File: config.mk
export PLATFORM = sky130hd
export DESIGN_NAME = uart_reg_responder
export DESIGN_NICKNAME = d
export VERILOG_FILES = /design/src/rtl/uart_pkg.sv /design/src/rtl/uart_timeout_cnt.sv /design/src/rtl/uart_reg_responder.sv
export SDC_FILE = /design/constraint.sdc
export NUM_CORES = 1
export LEC_CHECK = 0
export CAP_MARGIN = 10
export CORE_ASPECT_RATIO = 0.6
export CORE_MARGIN = 4
export CORE_UTILIZATION = 58
export CTS_BUF_LIST = sky130_fd_sc_hd__clkbuf_8
export DETAILED_ROUTE_END_ITERATION = 6
export PLACE_DENSITY = 0.92
export SYNTH_ARGS = -nofsm -noshare
export SYNTH_HDL_FRONTEND = slang
export SYNTH_HIERARCHICAL = 1
export SYNTH_SLANG_ARGS = --single-unit
export TNS_END_PERCENT = 30
File: constraint.sdc
create_clock -name clk -period 8.4 [get_ports clk]
set_clock_uncertainty 0.05 [all_clocks]
set_input_delay 1.68 -clock clk [delete_from_list [all_inputs] [get_ports clk]]
set_output_delay 1.68 -clock clk [all_outputs]
set_load 0.02 [all_outputs]
File: src/rtl/uart_pkg.sv
// Shared opcodes, response codes and FSM encoding for the UART
// register responder and its host-side test model.
package uart_pkg;

  localparam logic [7:0] OP_WR   = 8'h57;
  localparam logic [7:0] OP_RD   = 8'h52;
  localparam logic [7:0] RSP_OK  = 8'h4B;
  localparam logic [7:0] RSP_ERR = 8'h45;

  typedef enum logic [2:0] {
    IDLE,
    GET_ADDR,
    GET_DATA,
    EXEC,
    RESP
  } state_e;

  function automatic logic is_op(input logic [7:0] b);
    return (b == OP_WR) || (b == OP_RD);
  endfunction

endpackage

File: src/rtl/uart_timeout_cnt.sv
// Inter-byte timer: cleared by load, counts while enabled,
// saturates at TIMEOUT and flags expiry there.
module uart_timeout_cnt #(
  parameter int TIMEOUT = 100000
) (
  input  logic clk,
  input  logic rst,
  input  logic load_i,
  input  logic en_i,
  output logic expire_o
);

  localparam int W = $clog2(TIMEOUT + 1);
  localparam logic [W-1:0] LIM = W'(TIMEOUT);

  logic [W-1:0] cnt_q, cnt_d;

  always_comb begin
    cnt_d = cnt_q;
    if (load_i)
      cnt_d = '0;
    else if (en_i && cnt_q != LIM)
      cnt_d = cnt_q + 1'b1;
  end

  always_ff @(posedge clk) begin
    if (!rst) cnt_q <= '0;
    else      cnt_q <= cnt_d;
  end

  assign expire_o = (cnt_q == LIM);

endmodule

File: src/rtl/uart_reg_responder.sv
// Byte-framed register file behind a UART FIFO pair:
// write 0x57,addr,data / read 0x52,addr, one response byte each.
module uart_reg_responder
  import uart_pkg::*;
#(
  parameter int NREG    = 16,
  parameter int TIMEOUT = 100000
) (
  input  logic              clk,
  input  logic              rst,
  input  logic              rx_empty,
  input  logic [7:0]        r_data,
  output logic              rd_uart,
  input  logic              tx_full,
  output logic [7:0]        w_data,
  output logic              wr_uart,
  output logic [8*NREG-1:0] regs,
  output logic              reg_we,
  output logic [7:0]        reg_addr
);

  localparam int AW = $clog2(NREG);
  localparam logic [8:0] NREG_L = 9'(NREG);

  state_e     state_q, state_d;
  logic [7:0] op_q, op_d;
  logic [7:0] addr_q, addr_d;
  logic [7:0] data_q, data_d;
  logic [7:0] rsp_q, rsp_d;
  logic [7:0] last_q, last_d;
  logic [7:0] regs_q [NREG];

  logic take, waiting, legal, is_wr, expire;
  logic [AW-1:0] idx;

  assign waiting = (state_q == GET_ADDR) || (state_q == GET_DATA);
  assign take    = rst && !rx_empty && (waiting || state_q == IDLE);
  assign is_wr   = (op_q == OP_WR);
  assign legal   = ({1'b0, addr_q} < NREG_L);
  assign idx     = addr_q[AW-1:0];

  assign rd_uart  = take;
  assign wr_uart  = rst && (state_q == RESP) && !tx_full;
  assign w_data   = rsp_q;
  assign reg_we   = (state_q == EXEC) && is_wr && legal;
  assign reg_addr = reg_we ? addr_q : last_q;

  for (genvar i = 0; i < NREG; i++) begin : g_flat
    assign regs[8*i +: 8] = regs_q[i];
  end

  // Timer only runs while a frame is partially received.
  uart_timeout_cnt #(
    .TIMEOUT (TIMEOUT)
  ) u_tmo (
    .clk      (clk),
    .rst      (rst),
    .load_i   (take || !waiting),
    .en_i     (waiting),
    .expire_o (expire)
  );

  always_comb begin
    state_d = state_q;
    op_d    = op_q;
    addr_d  = addr_q;
    data_d  = data_q;
    rsp_d   = rsp_q;
    last_d  = last_q;
    unique case (state_q)
      IDLE: if (take) begin
        op_d    = r_data;
        state_d = is_op(r_data) ? GET_ADDR : EXEC;
      end
      GET_ADDR: if (take) begin
        addr_d  = r_data;
        state_d = is_wr ? GET_DATA : EXEC;
      end else if (expire) begin
        state_d = IDLE;
      end
      GET_DATA: if (take) begin
        data_d  = r_data;
        state_d = EXEC;
      end else if (expire) begin
        state_d = IDLE;
      end
      EXEC: begin
        state_d = RESP;
        if (!is_op(op_q) || !legal) begin
          rsp_d = RSP_ERR;
        end else if (is_wr) begin
          rsp_d  = RSP_OK;
          last_d = addr_q;
        end else begin
          rsp_d = regs_q[idx];
        end
      end
      RESP: if (wr_uart) state_d = IDLE;
      default: state_d = IDLE;
    endcase
  end

  always_ff @(posedge clk) begin
    if (!rst) begin
      state_q <= IDLE;
      op_q    <= '0;
      addr_q  <= '0;
      data_q  <= '0;
      rsp_q   <= '0;
      last_q  <= '0;
    end else begin
      state_q <= state_d;
      op_q    <= op_d;
      addr_q  <= addr_d;
      data_q  <= data_d;
      rsp_q   <= rsp_d;
      last_q  <= last_d;
    end
  end

  always_ff @(posedge clk) begin
    if (!rst) begin
      for (int i = 0; i < NREG; i++)
        regs_q[i] <= '0;
    end else if (reg_we) begin
      regs_q[idx] <= data_q;
    end
  end

endmodule

Yosys cells after proc, flatten, opt, wreduce, memory -nomap -nowiden --
Memories as Yosys holds them, arrays and structs flattened. A register that Yosys moved wholly into a read port is not among the register bits. Cells that the tools add are included.
Storage, ports and cells: bits in registers 60, bits in writable memories 128, output and inout port bits 147, word-level logic and storage cells 70, memories kept 1
Cells by class: add/sub/neg operators 1, order comparisons 1, eq/ne operators 12, multiplexer cells 20, bitwise operators 2, reduce and logical (&&, ||, !) cells 26
Memories:
- regs_q | depth 16, width 8, rd ports 17, clocked after memory_dff 1, wr ports 16, RTL line uart_reg_responder.sv:31 | logic [7:0] regs_q [NREG];
Operators with widths (number):
- $eq A8 B7 Y1 const B | 4
- $mux W8 | 4
- $add A17 B1 Y17 const B | 1
- $eq A17 B17 Y1 const B | 1
- $ne A17 B17 Y1 const B | 1
- $mux W3 | 5
- $pmux W3 S5 | 1
- $mux W4 | 3
- $lt A8 B5 Y1 const B | 1
- $reduce_and A2 Y1 | 4
- $reduce_or A8 Y1 | 1
- $logic_and A1 B1 Y1 | 7
- $eq A3 B2 Y1 const B | 2
- $logic_or A1 B1 Y1 | 6
- $mux W1 | 6
- $logic_not A1 Y1 | 5
- $ne A2 B2 Y1 const B | 2
- $eq A3 B1 Y1 const B | 1
- $eq A3 B3 Y1 const B | 1
- $logic_not A3 Y1 | 1
- $reduce_and A3 Y1 | 1
- $mux W2 | 1
- $not A1 Y1 | 2
- $reduce_or A2 Y1 | 1

Depth between registers and ports, before layout --
depth after elaboration 8, depth in mapped cells 8

Modules after synthesis --
Netlist, hierarchy kept.
Modules (own cells, without submodules):
- uart_reg_responder | instances 1, cells each 604, area an instance 7526.0 sq um
- uart_timeout_cnt | instances 1, cells each 98, area an instance 863.3 sq um

Worst setup path after synthesis --
OpenSTA, ideal clock, no wires.
path kind input -> output, start input rst, end output wr_uart, data arrival time 2706 ps, data required time 6670 ps, setup slack 3964 ps, cell stages on the path 4, cell sequence clkbuf_1 > inv_1 > clkbuf_1 > nor3_1
Between the ends: word-level cells in the longest chain between the ends 2
RTL lines:
- start, declared | RTL line uart_reg_responder.sv:10 | input logic rst,
- $logic_and A1 B1 Y1 (2 in series) | RTL line uart_reg_responder.sv:43 | assign wr_uart = rst && (state_q == RESP) && !tx_full;
- end, declared | RTL line uart_reg_responder.sv:16 | output logic wr_uart,
Every way passes these cells.

Worst setup path after layout --
Ends and elaborated chain as after synthesis.

==> reports/summary.md <==
### Cells and area
- **share of the core filled with cells** 0.752
- **number of nets in the finished design** 861
- **Area growth, synth to finish** 24.8%
- **share of final-layout standard cells stronger than drive strength 1** 0.101
- **fillcell total** 857
- **Sequential Area** 0.00513 sq mm
- **area taken by multi-input logic gates** 0.00307 sq mm
- **cell area after layout** 0.0105 sq mm
- **diode count** 0

### Worst setup path
- **kind of critical path** in2out
- **Worst Path Max Fanout** 40
- **Crit path required time** 6.67 ns
- **category of the worst setup path launch point** primary input
- **data arrival at the endpoint of the critical path** 3.94 ns
- **endpoint class of the critical path** output pin

### Global routing
- **GR Overflow Total** 0
- **GR Util All Layers** 0.315
- **global-route wire length before repair** 38500 um
- **number of antenna violations at the first check in global routing** 0
- **pin count of the biggest net entering global routing** 41
- **via count of the first global-routing pass** 6421

### Timing
- **Relative slew margins** 0.148
- **number of pins exceeding their max-slew limit in the final report** 0
- **final hold vios** 0
- **count of endpoints failing setup in the final report** 0
- **final critical-path share of the clock period** 0.675
- **post-layout min period** 5.67 ns
- **slew of the pin with the lowest slew margin** 1.27 ns
- **setup total negative slack** 0 ns
- **tightest hold margin** 0.416 ns
- **Max Freq** 0.176 GHz
- **unrepaired setup endpoints after global routing** no

### Logic synthesis
- **number of warnings reported in the yosys synthesis log** 6
- **count of flip-flops with a built-in enable after synthesis** 128
- **Synth area leader** edfxtp_1
- **primary flip-flop cell chosen by synthesis mapping** edfxtp_1
- **sequential cell area fraction in the yosys report** 0.611
- **flip-flop and latch count after synthesis** 192
- **netlist area before placement** 0.00839 sq mm
- **share of the synthesized area in the top cell type** 0.458
- **Mean Syn Cell Area** 12.0 sq um
- **cell count after synthesis** 702
- **Syn Nets** 716
- **count of different cell masters after synthesis** 52
- **ys async rst share** 0
- **largest cells by area after synthesis** edfxtp_1 (46%), dfxtp_1 (15%), mux4_2 (8.1%)

### Route
- **Wirelength per Cell** 24.6 um
- **detailed-route via count** 6717
- **Detailed Route Iter0 Violations** 992
- **routed wire length** 25800 um
- **DRC violations left** 3
- **post-route antenna net violation count** 0
- **detailed-routing iteration count for the pre-antenna-repair pass** 7
- **number of vias per cell** 6.38

### Placed design
- **placed cell areas** 0.0101 sq mm
- **PortBufs** 158
- **routability-driven placement congestion ratio** 0.916
- **Detailed Place HPWL** 19200 um

### Floorplanning
- **Die Y-Extent** 101 um
- **total I/O pin count** 159
- **die width** 163 um
- **core outline area** 0.0139 sq mm
- **Initial Utilization** 0.603
- **number of standard-cell rows in the floorplan** 33
- **Total Die Area** 0.0165 sq mm

### Clock tree
- **number of buffers inserted for hold repair after clock tree synthesis** 0
- **clock latency at the later pin of the worst-skew pair** 0.47 ns
- **Num Clock Sinks** 192
- **Clock Root Buffer** clkbuf_8
- **post-CTS resize count** 0
- **TritonCTS clock tree** built
- **clock-pin slew on the worst setup and hold paths** 0.10 ns
- **TritonCTS Buffers** 17
- **number of levels the H-tree was split into** 4
- **clk buf depth** 2
- **buffers inserted by post-CTS timing repair** 0

### Pwr
- **Leak Pwr** 3.49 nW
- **P per Cell Area** 169 mW/mm^2
- **overall power consumption** 1.77 mW
- **largest vdd supply drop** 0.000109 V

### Flow run
- **number of maximum-capacitance violations** 0

### Hold path
- **Tightest Hold Check Type** reg2reg

### Run status
- **violated checks** design-rule violations
- **run status** finished, violations left

==> flip-flops by register name (all words and copies together), names as in the netlist, named ones only <==
name,cells
regs_q,128
u_tmo/cnt_q,17
addr_q,8
data_q,8
last_q,8
op_q,8
w_data,8
state_q,3
==> area by class of cell <==
class / instances / share of cell area
Inverter: 6 / 0.00215
Sequential cell: 192 / 0.490
Clock buffer: 17 / 0.0223
Multi-Input combinational cell: 461 / 0.293
Clock inverter: 15 / 0.0106
Timing Repair Buffer: 169 / 0.159
Tap cell: 192 / 0.0229
==> cells by family (layout without fill, tap and decap cells) <==
| group | count (synthesis) | after routing | synth area share |
|---|---|---|---|
| adders and majority gates | 2 | 2 | 0.00298 |
| and+or+nand+nor | 315 | 315 | 0.177 |
| buffers and inverters | 49 | 207 | 0.0236 |
| DFF | 192 | 192 | 0.611 |
| xor gates and xnor gates | 11 | 11 | 0.0115 |
| muxes | 62 | 62 | 0.120 |
| AOI/OAI and AO/OA | 71 | 71 | 0.0546 |
==> cells in the final DEF (no fill, tap or decap), types with 7 or more instances in the layout <==
master / n
mux4_2: 30
and3_1: 8
o21ai_0: 13
mux2_2: 8
nand2_1: 56
nand4_1: 9
dfxtp_1: 63
nor2b_1: 7
inv_1: 8
o21ai_1: 14
buf_4: 10
clkbuf_8: 17
xor2_1: 7
clkdlybuf4s50_1: 158
nand3_1: 23
edfxtp_1: 128
a21oi_1: 19
mux2i_1: 24
and2_1: 11
nor2_1: 160
or3_1: 7
==> power breakdown <==
part | switching [mW] | leakage [nW] | internal (mW)
Combinational | 0.101 | 1.47 | 0.0680
Sequential | 0.0233 | 1.84 | 1.03
Clock | 0.340 | 0.176 | 0.208
==> worst max-delay path, stage by stage <==
cell and delay (ns):
clkdlybuf4s50_1 0.45, buf_4 0.33, inv_1 0.50, nor3_1 0.31
clkdlybuf4s50_1 0.65
==> layer usage <==
metal / track usage / up-vias / part of all wire
met1: 0.447 / 3230 / 0.38
met3: 0.0984 / 70 / 0.15
li1: - / 2844 / -
met4: 0.0741 / 0 / 0.023
met2: 0.489 / 573 / 0.45
met5: 0 / - / 0
==> synth_stat cells, types with 4 or more instances <==
cell        n
nor2_1    160
edfxtp_1  128
dfxtp_1    64
nand2_1    56
mux4_2     30
clkbuf_1   29
o21ai_0    27
mux2i_1    24
nand3_1    23
a21oi_1    19
and2_1     11
buf_2      11
nand4_1     9
and3_1      8
mux2_2      8
nor2b_1     7
or3_1       7
xor2_1      7
inv_1       6
nand2b_1    6
a22oi_1     5
a22o_1      4
nor4_1      4
xnor2_1     4
==> metrics by stage <==
stage               cells  setup slack (ns)
detailed placement   1019              2.79
floorplan             702              3.96
CTS                  1051              2.80
finish               1052              2.73
global placement     1019              2.85
global route         1052              2.67
==> final timing paths <==
| check | start | to | slack [ns] | cells after the start |
|---|---|---|---|---|
| setup / recovery | rst | wr_uart | 2.73 | 5 |
| hold reg to reg | op_q[5] | op_q[5] | 0.42 | 2 |
| setup reg to reg | state_q[0] | regs_q[15][1] | 4.87 | 4 |
| hold / removal | op_q[5] | op_q[5] | 0.42 | 2 |
Note: power is estimated with default switching activity, not from simulation.
